[src/rtl/cpu_pkg.sv]
// Shared CPU definitions: operator codes, opcode/funct encodings, instruction
// field positions and the immediate extension helper.
package cpu_pkg;

    typedef enum logic [5:0] {
        OP_ADD     = 6'd0,
        OP_ADDI    = 6'd1,
        OP_SUB     = 6'd2,
        OP_SLL     = 6'd3,
        OP_SRL     = 6'd4,
        OP_MUL     = 6'd5,
        OP_LW      = 6'd6,
        OP_SW      = 6'd7,
        OP_BNE     = 6'd8,
        OP_LI      = 6'd9,
        OP_ILLEGAL = 6'b111111
    } op_e;

    localparam logic [5:0] OPC_RTYPE = 6'b000000;
    localparam logic [5:0] OPC_MUL   = 6'b011100;
    localparam logic [5:0] OPC_ADDI  = 6'b001000;
    localparam logic [5:0] OPC_LW    = 6'b100011;
    localparam logic [5:0] OPC_LI    = 6'b110000;
    localparam logic [5:0] OPC_SW    = 6'b101011;
    localparam logic [5:0] OPC_BNE   = 6'b000101;

    localparam logic [5:0] FN_ADD = 6'b100000;
    localparam logic [5:0] FN_SUB = 6'b100010;
    localparam logic [5:0] FN_SLL = 6'b000000;
    localparam logic [5:0] FN_SRL = 6'b000010;
    localparam logic [5:0] FN_MUL = 6'b000010;

    localparam int unsigned OPC_MSB = 31;
    localparam int unsigned OPC_LSB = 26;
    localparam int unsigned RS_MSB  = 25;
    localparam int unsigned RS_LSB  = 21;
    localparam int unsigned RT_MSB  = 20;
    localparam int unsigned RT_LSB  = 16;
    localparam int unsigned RD_MSB  = 15;
    localparam int unsigned RD_LSB  = 11;
    localparam int unsigned SH_MSB  = 10;
    localparam int unsigned SH_LSB  = 6;
    localparam int unsigned FN_MSB  = 5;
    localparam int unsigned FN_LSB  = 0;
    localparam int unsigned IMM_MSB = 15;
    localparam int unsigned IMM_LSB = 0;

    function automatic logic [31:0] ext_imm(input logic [15:0] v, input logic sext);
        return sext ? {{16{v[15]}}, v} : {16'h0000, v};
    endfunction

endpackage

[src/rtl/instr_field_decode.sv]
// Combinational instruction decoder: splits a raw word into operator code,
// register numbers, usage flags and extended immediate.
module instr_field_decode
    import cpu_pkg::*;
#(
    parameter int SIGN_EXT = 1
) (
    input  logic [31:0] instr,
    output logic [5:0]  operatorType,
    output logic [4:0]  reg1,
    output logic [4:0]  reg2,
    output logic [4:0]  destreg,
    output logic [1:0]  src_used,
    output logic        dest_used,
    output logic [31:0] imm
);

    logic [5:0]  opc;
    logic [5:0]  fn;
    logic [4:0]  rs;
    logic [4:0]  rt;
    logic [4:0]  rd;
    logic [4:0]  sh;
    logic [31:0] imm_ext;
    op_e         op;

    assign opc     = instr[OPC_MSB:OPC_LSB];
    assign fn      = instr[FN_MSB:FN_LSB];
    assign rs      = instr[RS_MSB:RS_LSB];
    assign rt      = instr[RT_MSB:RT_LSB];
    assign rd      = instr[RD_MSB:RD_LSB];
    assign sh      = instr[SH_MSB:SH_LSB];
    assign imm_ext = ext_imm(instr[IMM_MSB:IMM_LSB], SIGN_EXT != 0);

    always_comb begin
        op        = OP_ILLEGAL;
        reg1      = '0;
        reg2      = '0;
        destreg   = '0;
        src_used  = 2'b00;
        dest_used = 1'b0;
        imm       = '0;
        case (opc)
            OPC_RTYPE: begin
                case (fn)
                    FN_ADD, FN_SUB: begin
                        op        = (fn == FN_ADD) ? OP_ADD : OP_SUB;
                        reg1      = rs;
                        reg2      = rt;
                        destreg   = rd;
                        src_used  = 2'b11;
                        dest_used = 1'b1;
                    end
                    FN_SLL, FN_SRL: begin
                        // shifts read rt as their only source; shamt is the immediate
                        op        = (fn == FN_SLL) ? OP_SLL : OP_SRL;
                        reg1      = rt;
                        destreg   = rd;
                        src_used  = 2'b01;
                        dest_used = 1'b1;
                        imm       = {27'd0, sh};
                    end
                    default: ;
                endcase
            end
            OPC_MUL: begin
                if (fn == FN_MUL) begin
                    op        = OP_MUL;
                    reg1      = rs;
                    reg2      = rt;
                    destreg   = rd;
                    src_used  = 2'b11;
                    dest_used = 1'b1;
                end
            end
            OPC_ADDI, OPC_LW: begin
                op        = (opc == OPC_ADDI) ? OP_ADDI : OP_LW;
                destreg   = rs;
                reg1      = rt;
                src_used  = 2'b01;
                dest_used = 1'b1;
                imm       = imm_ext;
            end
            OPC_LI: begin
                // li reads no register, so its source field stays zero
                op        = OP_LI;
                destreg   = rs;
                dest_used = 1'b1;
                imm       = imm_ext;
            end
            OPC_SW, OPC_BNE: begin
                op       = (opc == OPC_SW) ? OP_SW : OP_BNE;
                reg1     = rs;
                reg2     = rt;
                src_used = 2'b11;
                imm      = imm_ext;
            end
            default: ;
        endcase
    end

    assign operatorType = op;

endmodule

[src/rtl/instr_issue_queue.sv]
// Circular instruction FIFO between fetch and issue, presenting the decoded
// head entry and counting back-pressured issue cycles.
module instr_issue_queue
    import cpu_pkg::*;
#(
    parameter int DEPTH    = 4,
    parameter int SIGN_EXT = 1,
    parameter int CNTW     = 16
) (
    input  logic                       clock,
    input  logic                       reset,
    input  logic                       fetch_valid,
    input  logic [31:0]                fetch_instr,
    output logic                       fetch_ready,
    input  logic                       flush,
    input  logic                       issue_ready,
    output logic                       issue_valid,
    output logic [5:0]                 operatorType,
    output logic [4:0]                 reg1,
    output logic [4:0]                 reg2,
    output logic [4:0]                 destreg,
    output logic [1:0]                 src_used,
    output logic                       dest_used,
    output logic [31:0]                imm,
    output logic [31:0]                instr_out,
    output logic [$clog2(DEPTH+1)-1:0] count,
    output logic [CNTW-1:0]            stall_cycles
);

    localparam int AW = $clog2(DEPTH);
    localparam int CW = $clog2(DEPTH + 1);

    logic [31:0]   mem [DEPTH];
    logic [AW-1:0] rd_ptr;
    logic [AW-1:0] wr_ptr;
    logic [CW-1:0] count_q;
    logic [CNTW-1:0] stall_q;
    logic          push;
    logic          pop;

    assign fetch_ready = ~reset & (count_q < CW'(DEPTH));
    assign issue_valid = ~reset & ~flush & (count_q != '0);
    assign push        = fetch_valid & fetch_ready;
    assign pop         = issue_valid & issue_ready;

    always_ff @(posedge clock) begin
        if (push) begin
            mem[wr_ptr] <= fetch_instr;
        end
    end

    // pointers wrap naturally because DEPTH is a power of two
    always_ff @(posedge clock) begin
        if (reset || flush) begin
            rd_ptr  <= '0;
            wr_ptr  <= '0;
            count_q <= '0;
        end else begin
            if (push) begin
                wr_ptr <= wr_ptr + AW'(1);
            end
            if (pop) begin
                rd_ptr <= rd_ptr + AW'(1);
            end
            case ({push, pop})
                2'b10:   count_q <= count_q + CW'(1);
                2'b01:   count_q <= count_q - CW'(1);
                default: count_q <= count_q;
            endcase
        end
    end

    always_ff @(posedge clock) begin
        if (reset) begin
            stall_q <= '0;
        end else if (issue_valid && !issue_ready && !(&stall_q)) begin
            stall_q <= stall_q + CNTW'(1);
        end
    end

    assign instr_out    = mem[rd_ptr];
    assign count        = count_q;
    assign stall_cycles = stall_q;

    instr_field_decode #(
        .SIGN_EXT(SIGN_EXT)
    ) u_decode (
        .instr       (instr_out),
        .operatorType(operatorType),
        .reg1        (reg1),
        .reg2        (reg2),
        .destreg     (destreg),
        .src_used    (src_used),
        .dest_used   (dest_used),
        .imm         (imm)
    );

endmodule

[config.mk]
export PLATFORM = sky130hd
export DESIGN_NAME = instr_issue_queue
export DESIGN_NICKNAME = d
export VERILOG_FILES = /design/src/rtl/cpu_pkg.sv /design/src/rtl/instr_field_decode.sv /design/src/rtl/instr_issue_queue.sv
export SDC_FILE = /design/constraint.sdc
export NUM_CORES = 1
export LEC_CHECK = 0
export CORE_MARGIN = 4
export CORE_UTILIZATION = 30
export CTS_CLUSTER_SIZE = 20
export DETAILED_ROUTE_END_ITERATION = 10
export GPL_TIMING_DRIVEN = 0
export PLACE_DENSITY_LB_ADDON = 0.08
export SKIP_CTS_REPAIR_TIMING = 1
export SLEW_MARGIN = 20
export SYNTH_ARGS = -nofsm -noshare
export SYNTH_HDL_FRONTEND = slang
export SYNTH_SLANG_ARGS = --single-unit
[constraint.sdc]
create_clock -name clock -period 8.8 [get_ports clock]
set_clock_uncertainty 0.2 [all_clocks]
set_input_delay 0.88 -clock clock [delete_from_list [all_inputs] [get_ports clock]]
set_output_delay 0.88 -clock clock [all_outputs]
set_load 0.005 [all_outputs]
==> results of run 1 <==
## flip-flops by register name, summed over array words and instances, names as in the netlist, named ones only
| register | cells |
|---|---|
| stall_cycles | 16 |
| count | 3 |
| wr_ptr | 2 |
| rd_ptr | 2 |
| mem | 128 |
## stage by stage
stage | instances | utilization
floorplan | 449 | -
global placement | 873 | 0.389
detailed placement | 877 | 0.394
CTS | 908 | 0.421
global route | 908 | 0.421
finish | 908 | 0.421
## worst reg2reg max path, stage by stage, from the launching register on
cell and delay, ns:
dfxtp_1 0.40, ha_1 0.19, nand2_1 0.20, or4_1 0.56
clkbuf_1 0.22, o21ai_1 0.55, mux2i_1 0.26, nor2_1 0.05
## path summary, 6_finish.rpt
| path | start | end | slack (ns) | cells after the start |
|---|---|---|---|---|
| max | flip-flop | imm[26] | 3.76 | 10 |
| min | stall_cycles[8]$_SDFFE_PP0P_ | stall_cycles[8]$_SDFFE_PP0P_ | 0.32 | 2 |
| max reg2reg | stall_cycles[0]$_SDFFE_PP0P_ | stall_cycles[1]$_SDFFE_PP0P_ | 6.03 | 7 |
| min reg2reg | stall_cycles[8]$_SDFFE_PP0P_ | stall_cycles[8]$_SDFFE_PP0P_ | 0.32 | 2 |
## synth_stat cells (all sizes together) (2+ instances only)
cell,n
clkbuf,6
ha,6
xor2,12
or4,4
o41ai,2
inv,17
and2,16
buf,33
a21boi,2
a22o,10
and3,5
o311ai,3
or2,4
o2111ai,3
o21a,2
nor2b,4
nor2,32
and4b,3
nor4,7
o221ai,5
dfxtp,25
o21ai,10
nand3,8
mux4,32
edfxtp,128
xnor2,4
or3,2
nand4,3
and4,3
o211ai,4
nand2b,2
o31ai,2
o22ai,2
a21oi,14
nor3,8
nand2,20
## cell families after synthesis
family	share of synthesized area
multiplexers	0.107
XOR/XNOR	0.0206
buffers and inverters	0.0477
AO/OA/AOI/OAI	0.0709
flip-flops	0.638
adder cells (fa/ha/maj)	0.0140
AND/OR/NAND/NOR	0.102
## layer usage
layer | GRT usage | routed length (µm)
met5 | 0 | 0
met4 | 0.0426 | 265
met3 | 0.0394 | 1220
met2 | 0.214 | 7830
met1 | 0.185 | 7610
## final cells by class
cell class / count / area [µm²] / area share
Buffer: 39 / 262 / 0.0281
Tap cell: 280 / 350 / 0.0377
Clock buffer: 17 / 425 / 0.0458
Inverter: 17 / 63.8 / 0.00687
Timing Repair Buffer: 148 / 1540 / 0.166
Clock inverter: 14 / 156 / 0.0168
Sequential cell: 153 / 4340 / 0.467
Multi-Input combinational cell: 240 / 2150 / 0.231
## where the power goes
group	switching, mW	internal (mW)
Combinational	0.0471	0.0542
Sequential	0.00237	0.794
Clock	0.275	0.440
==> metrics.md, run 1 <==
| Metric | Value |
|---|---|
| Buffers added on ports | 144 |
| Worst hold margin | 0.315 ns |
| Slew Limit Fails | 0 |
| Layout cell share with drive strength beyond 1 | 0.186 |
| Crit end category | primary output |
| Fillers | 2025 |
| Worst-path maximum fanout | 17 |
| Ys Warns | 0 |
| Period utilization | 0.573 |
| Core Footprint | 22100 µm² |
| Max H-tree Level | 4 |
| Clk_lat worst skew | 0.42 ns |
| Post-synth top area share | 0.564 |
| RSZ-0062 raised after global routing | no |
| Gpl congestion | 0.766 |
| FFs w/ async S/R, synth | 0 |
| CP Buf/Inv Count | 5 |
| GR Overflow Total | 0 |
| Post-Syn Area | 6810 µm² |
| DP Worst Slack | 4.08 ns |
| Hpwl dp | 12600 µm |
| Outcome | completed |
| Initial Util | 0.308 |
| Die height | 159 µm |
| Mapped Cells | 449 |
| Yosys cell types | 55 |
| Avg Cell Area, Syn | 15.2 µm² |
| Via count | 4376 |
| Drt first-iter violations | 202 |
| Die Width | 159 µm |
| Cell Rows | 54 |
| Nets@finish | 660 |
| Longest Clk Path Bufs | 2 |
| Crit-path most repeated cell | buf_6 |
| WP data arrival | 3.96 ns |
| Reg clk slew, reported paths | 0.06 ns |
| Final-report setup violation count | 0 |
| Final Worst Setup Slack | 3.76 ns |
| Cell taking the most area after synthesis | edfxtp_1 |
| Ports | 146 |
| Primary FF master, synth | edfxtp_1 |
| First-pass GRT wire length | 25700 µm |
| Critical path type | reg -> out |
| Final Power | 1.61 mW |
| Wire per inst | 18.6 µm |
| Diodes inserted | 0 |
| Largest net degree at the start of global routing | 21 |
| Worst slew pin tran | 0.927 ns |
| Initial antenna violation count | 0 |
| Total Routing Usage GR | 0.137 |
| Slew HR | 0.377 |
| Req. time, crit path | 7.72 ns |
| Slowest stage delay, CP | 0.56 ns |
| Die Area | 25200 µm² |
| DRT Pass-1 Iters | 4 |
| Most common cell after layout, fill and taps aside | clkdlybuf4s50_1 |
| Syn_nets | 493 |
| Post-synth EDFFs | 128 |
| Hold Fails Final Rpt | 0 |
| MaxCap Viol Count | 0 |
| Post-synthesis register bit count | 153 |
| Vias in the first global route | 4400 |
| Seq/Total Area, Yosys | 0.638 |
| Clock buffer count from CTS | 17 |
| Top achievable clock speed | 198 MHz |
| CP delay by family, top | buffers and inverters |
| Final WL | 16900 µm |
| CP startpoint kind | flip-flop |
| Hold WC Path Type | reg -> reg |
| Synth top area cells | edfxtp_1 56%, mux4_2 11%, dfxtp_1 7.3% |
| Leakage power | 3.05 nW |
| CP max stage cell | mux4_2 |
| CTS sink count | 153 |
| Vias per cell | 4.82 |
| Area Growth Syn to Fin | 36.4% |
| CTS tree | yes |
| CP cell instances | buf_6 > buf_6 > mux4_2 > nor3b_1 > a21oi_1 > o311ai_4 > buf_2 > and2_1 > buf_4 > clkdlybuf4s50_1 |
| Setup TNS | 0 ns |
| Most frequent cells in the layout | 144 x clkdlybuf4s50_1, 128 x edfxtp_1, 32 x mux4_2 |
| Root Driver | clkbuf_16 |
| Detail Route Antenna Nets | 0 |
| Peak supply drop | 0.128 mV |
| Area after DPL | 8710 µm² |
| Design Area, Final | 9290 µm² |
| Remaining DRCs | 0 |
| PD cells | 174 nW/µm² |
| Final worst path period need | 5.04 ns |
Power figures use the tool's default switching activity.
==> inputs of run 2 (changes only) <==
==> constraint.sdc (replaced) <==
create_clock -name clock -period 4.5 [get_ports clock]
set_clock_uncertainty 0.2 [all_clocks]
set_input_delay 0.45 -clock clock [delete_from_list [all_inputs] [get_ports clock]]
set_output_delay 0.45 -clock clock [all_outputs]
set_load 0.005 [all_outputs]
==> metrics.md, run 2 (synthesized netlist as in run 1, its figures left out) <==
| Metric | Value |
|---|---|
| Finished Layout Cells | 910 |
| CTS tree | yes |
| Buffers added on ports | 144 |
| Hold WC Path Type | in -> reg |
| Wire per inst | 18.6 µm |
| Largest register FFs | 128 |
| Vias in the first global route | 4400 |
| CP max stage cell | nor4_1 |
| R2r endpoint | stall_cycles[1]$_SDFFE_PP0P_ |
| Vias per cell | 4.83 |
| Met1 Use GR | 0.185 |
| R2R setup slack | 1.73 ns |
| Final core utilization | 0.422 |
| Initial Util | 0.308 |
| Total Routing Usage GR | 0.137 |
| M3 GR Usage | 0.0394 |
| Die Width | 159 µm |
| Die Area | 25200 µm² |
| Design Area, Final | 9320 µm² |
| Worst-case hold path end point | stall_cycles[15]$_SDFFE_PP0P_ |
| MaxCap Viol Count | 0 |
| Leakage power | 3.06 nW |
| Most common cell after layout, fill and taps aside | clkdlybuf4s50_1 |
| Max H-tree Level | 4 |
| CP cell instances | buf_6 > buf_6 > mux4_2 > nor4_1 > buf_2 > o21ai_1 > a21oi_1 > clkdlybuf4s50_1 |
| Critical path type | reg -> out |
| Most frequent cells in the layout | 144 x clkdlybuf4s50_1, 128 x edfxtp_1, 32 x mux4_2 |
| GR peak layer | met2 |
| Hold path cells | 2 |
| Remaining DRCs | 0 |
| Worst-path maximum fanout | 10 |
| Met2 Resource Use GR | 0.214 |
| Worst R2R Path Depth | 7 |
| Nets@finish | 662 |
| Placed insts | 877 |
| Diodes inserted | 0 |
| Slowest stage delay, CP | 0.66 ns |
| Root Driver | clkbuf_16 |
| Clock buffer count from CTS | 17 |
| Hpwl dp | 12600 µm |
| Drt first-iter violations | 178 |
| RSZ-0062 raised after global routing | no |
| Fillers | 2024 |
| Ports | 146 |
| DRT Pass-1 Iters | 4 |
| Largest register by flop count | mem |
| Crit end category | primary output |
| Crit-path most repeated cell | buf_6 |
| Area after DPL | 8710 µm² |
| Worst slew pin tran | 0.703 ns |
| Hold Fails Final Rpt | 0 |
| Initial antenna violation count | 0 |
| Gpl congestion | 0.766 |
| Via count | 4392 |
| CP startpoint kind | flip-flop |
| Largest net degree at the start of global routing | 21 |
| Longest Clk Path Bufs | 2 |
| Register Area | 4340 µm² |
| First-pass GRT wire length | 25700 µm |
| PD cells | 339 nW/µm² |
| R2R Path Start | stall_cycles[0]$_SDFFE_PP0P_ |
| Peak supply drop | 0.250 mV |
| Final-report setup violation count | 0 |
| Area Growth Syn to Fin | 36.8% |
| Min-delay src | reset |
| Multi-input logic area | 2160 µm² |
| Layout cell share with drive strength beyond 1 | 0.192 |
| Final WL | 17000 µm |
| GR Overflow Total | 0 |
| Final worst path period need | 4.25 ns |
| CTS sink count | 153 |
| Outcome | completed |
| Detail Route Antenna Nets | 0 |
| Slew Limit Fails | 0 |
| Req. time, crit path | 3.85 ns |
| Slew HR | 0.528 |
| Clk_lat worst skew | 0.42 ns |
| Cell Rows | 54 |
| Core Footprint | 22100 µm² |
| Period utilization | 0.944 |
| Top achievable clock speed | 235 MHz |
| WP data arrival | 3.60 ns |
| Reg clk slew, reported paths | 0.06 ns |
| Die height | 159 µm |
-- run 2: layer usage --
layer / wire length, µm / vias to the layer above
met1: 7540 / 2190
met5: 0 / -
met3: 1310 / 19
met4: 249 / 0
li1: - / 2060
met2: 7860 / 123
-- run 2: metrics by stage --
step | setup TNS (ns) | setup slack [ns] | hold slack (ns) | total power [mW]
after global placement | 0 | 0.272 | 0.305 | 1.78
after detailed placement | 0 | 0.213 | 0.313 | 1.79
after CTS | -3.80 | -0.247 | 0.211 | 3.19
after global routing | 0 | 0.0135 | 0.256 | 3.28
after floorplan | 0 | 1.28 | 0.285 | 1.67
final | 0 | 0.253 | 0.218 | 3.16
-- run 2: how the worst max path moves through the flow --
stage,slack [ns],end,start,depth (start not counted)
5_1_grt,0.01,imm[26],flip-flop,11
6_report,0.25,reg2[1],flip-flop,8
3_5_place_dp,0.21,imm[26],flip-flop,9
2_1_floorplan,1.28,imm[16],flip-flop,9
4_1_cts,-0.25,imm[26],flip-flop,9
3_3_place_gp,0.27,imm[30],flip-flop,10
-- run 2: critical path: cells and delay by family (launching register included) --
| family | cells | cell delay [ns] |
|---|---|---|
| AOI/OAI and AO/OA | 2 | 0.44 |
| buffers and inverters | 4 | 1.19 |
| DFF | 1 | 0.32 |
| muxes | 1 | 0.57 |
| and+or+nand+nor | 1 | 0.66 |
-- run 2: final cells by class --
class | instances | area share
inverters | 17 | 0.00685
multi-input cells | 240 | 0.231
flip-flops and latches | 153 | 0.466
clock buffers | 17 | 0.0456
clock inverters | 14 | 0.0168
well taps | 280 | 0.0376
repair buffers | 150 | 0.167
plain buffers | 39 | 0.0283
-- run 2: power by group --
group / switching [mW] / leakage [nW] / internal, mW
logic: 0.0929 / 1.42 / 0.107
clock network: 0.540 / 0.274 / 0.860
registers: 0.00460 / 1.36 / 1.55
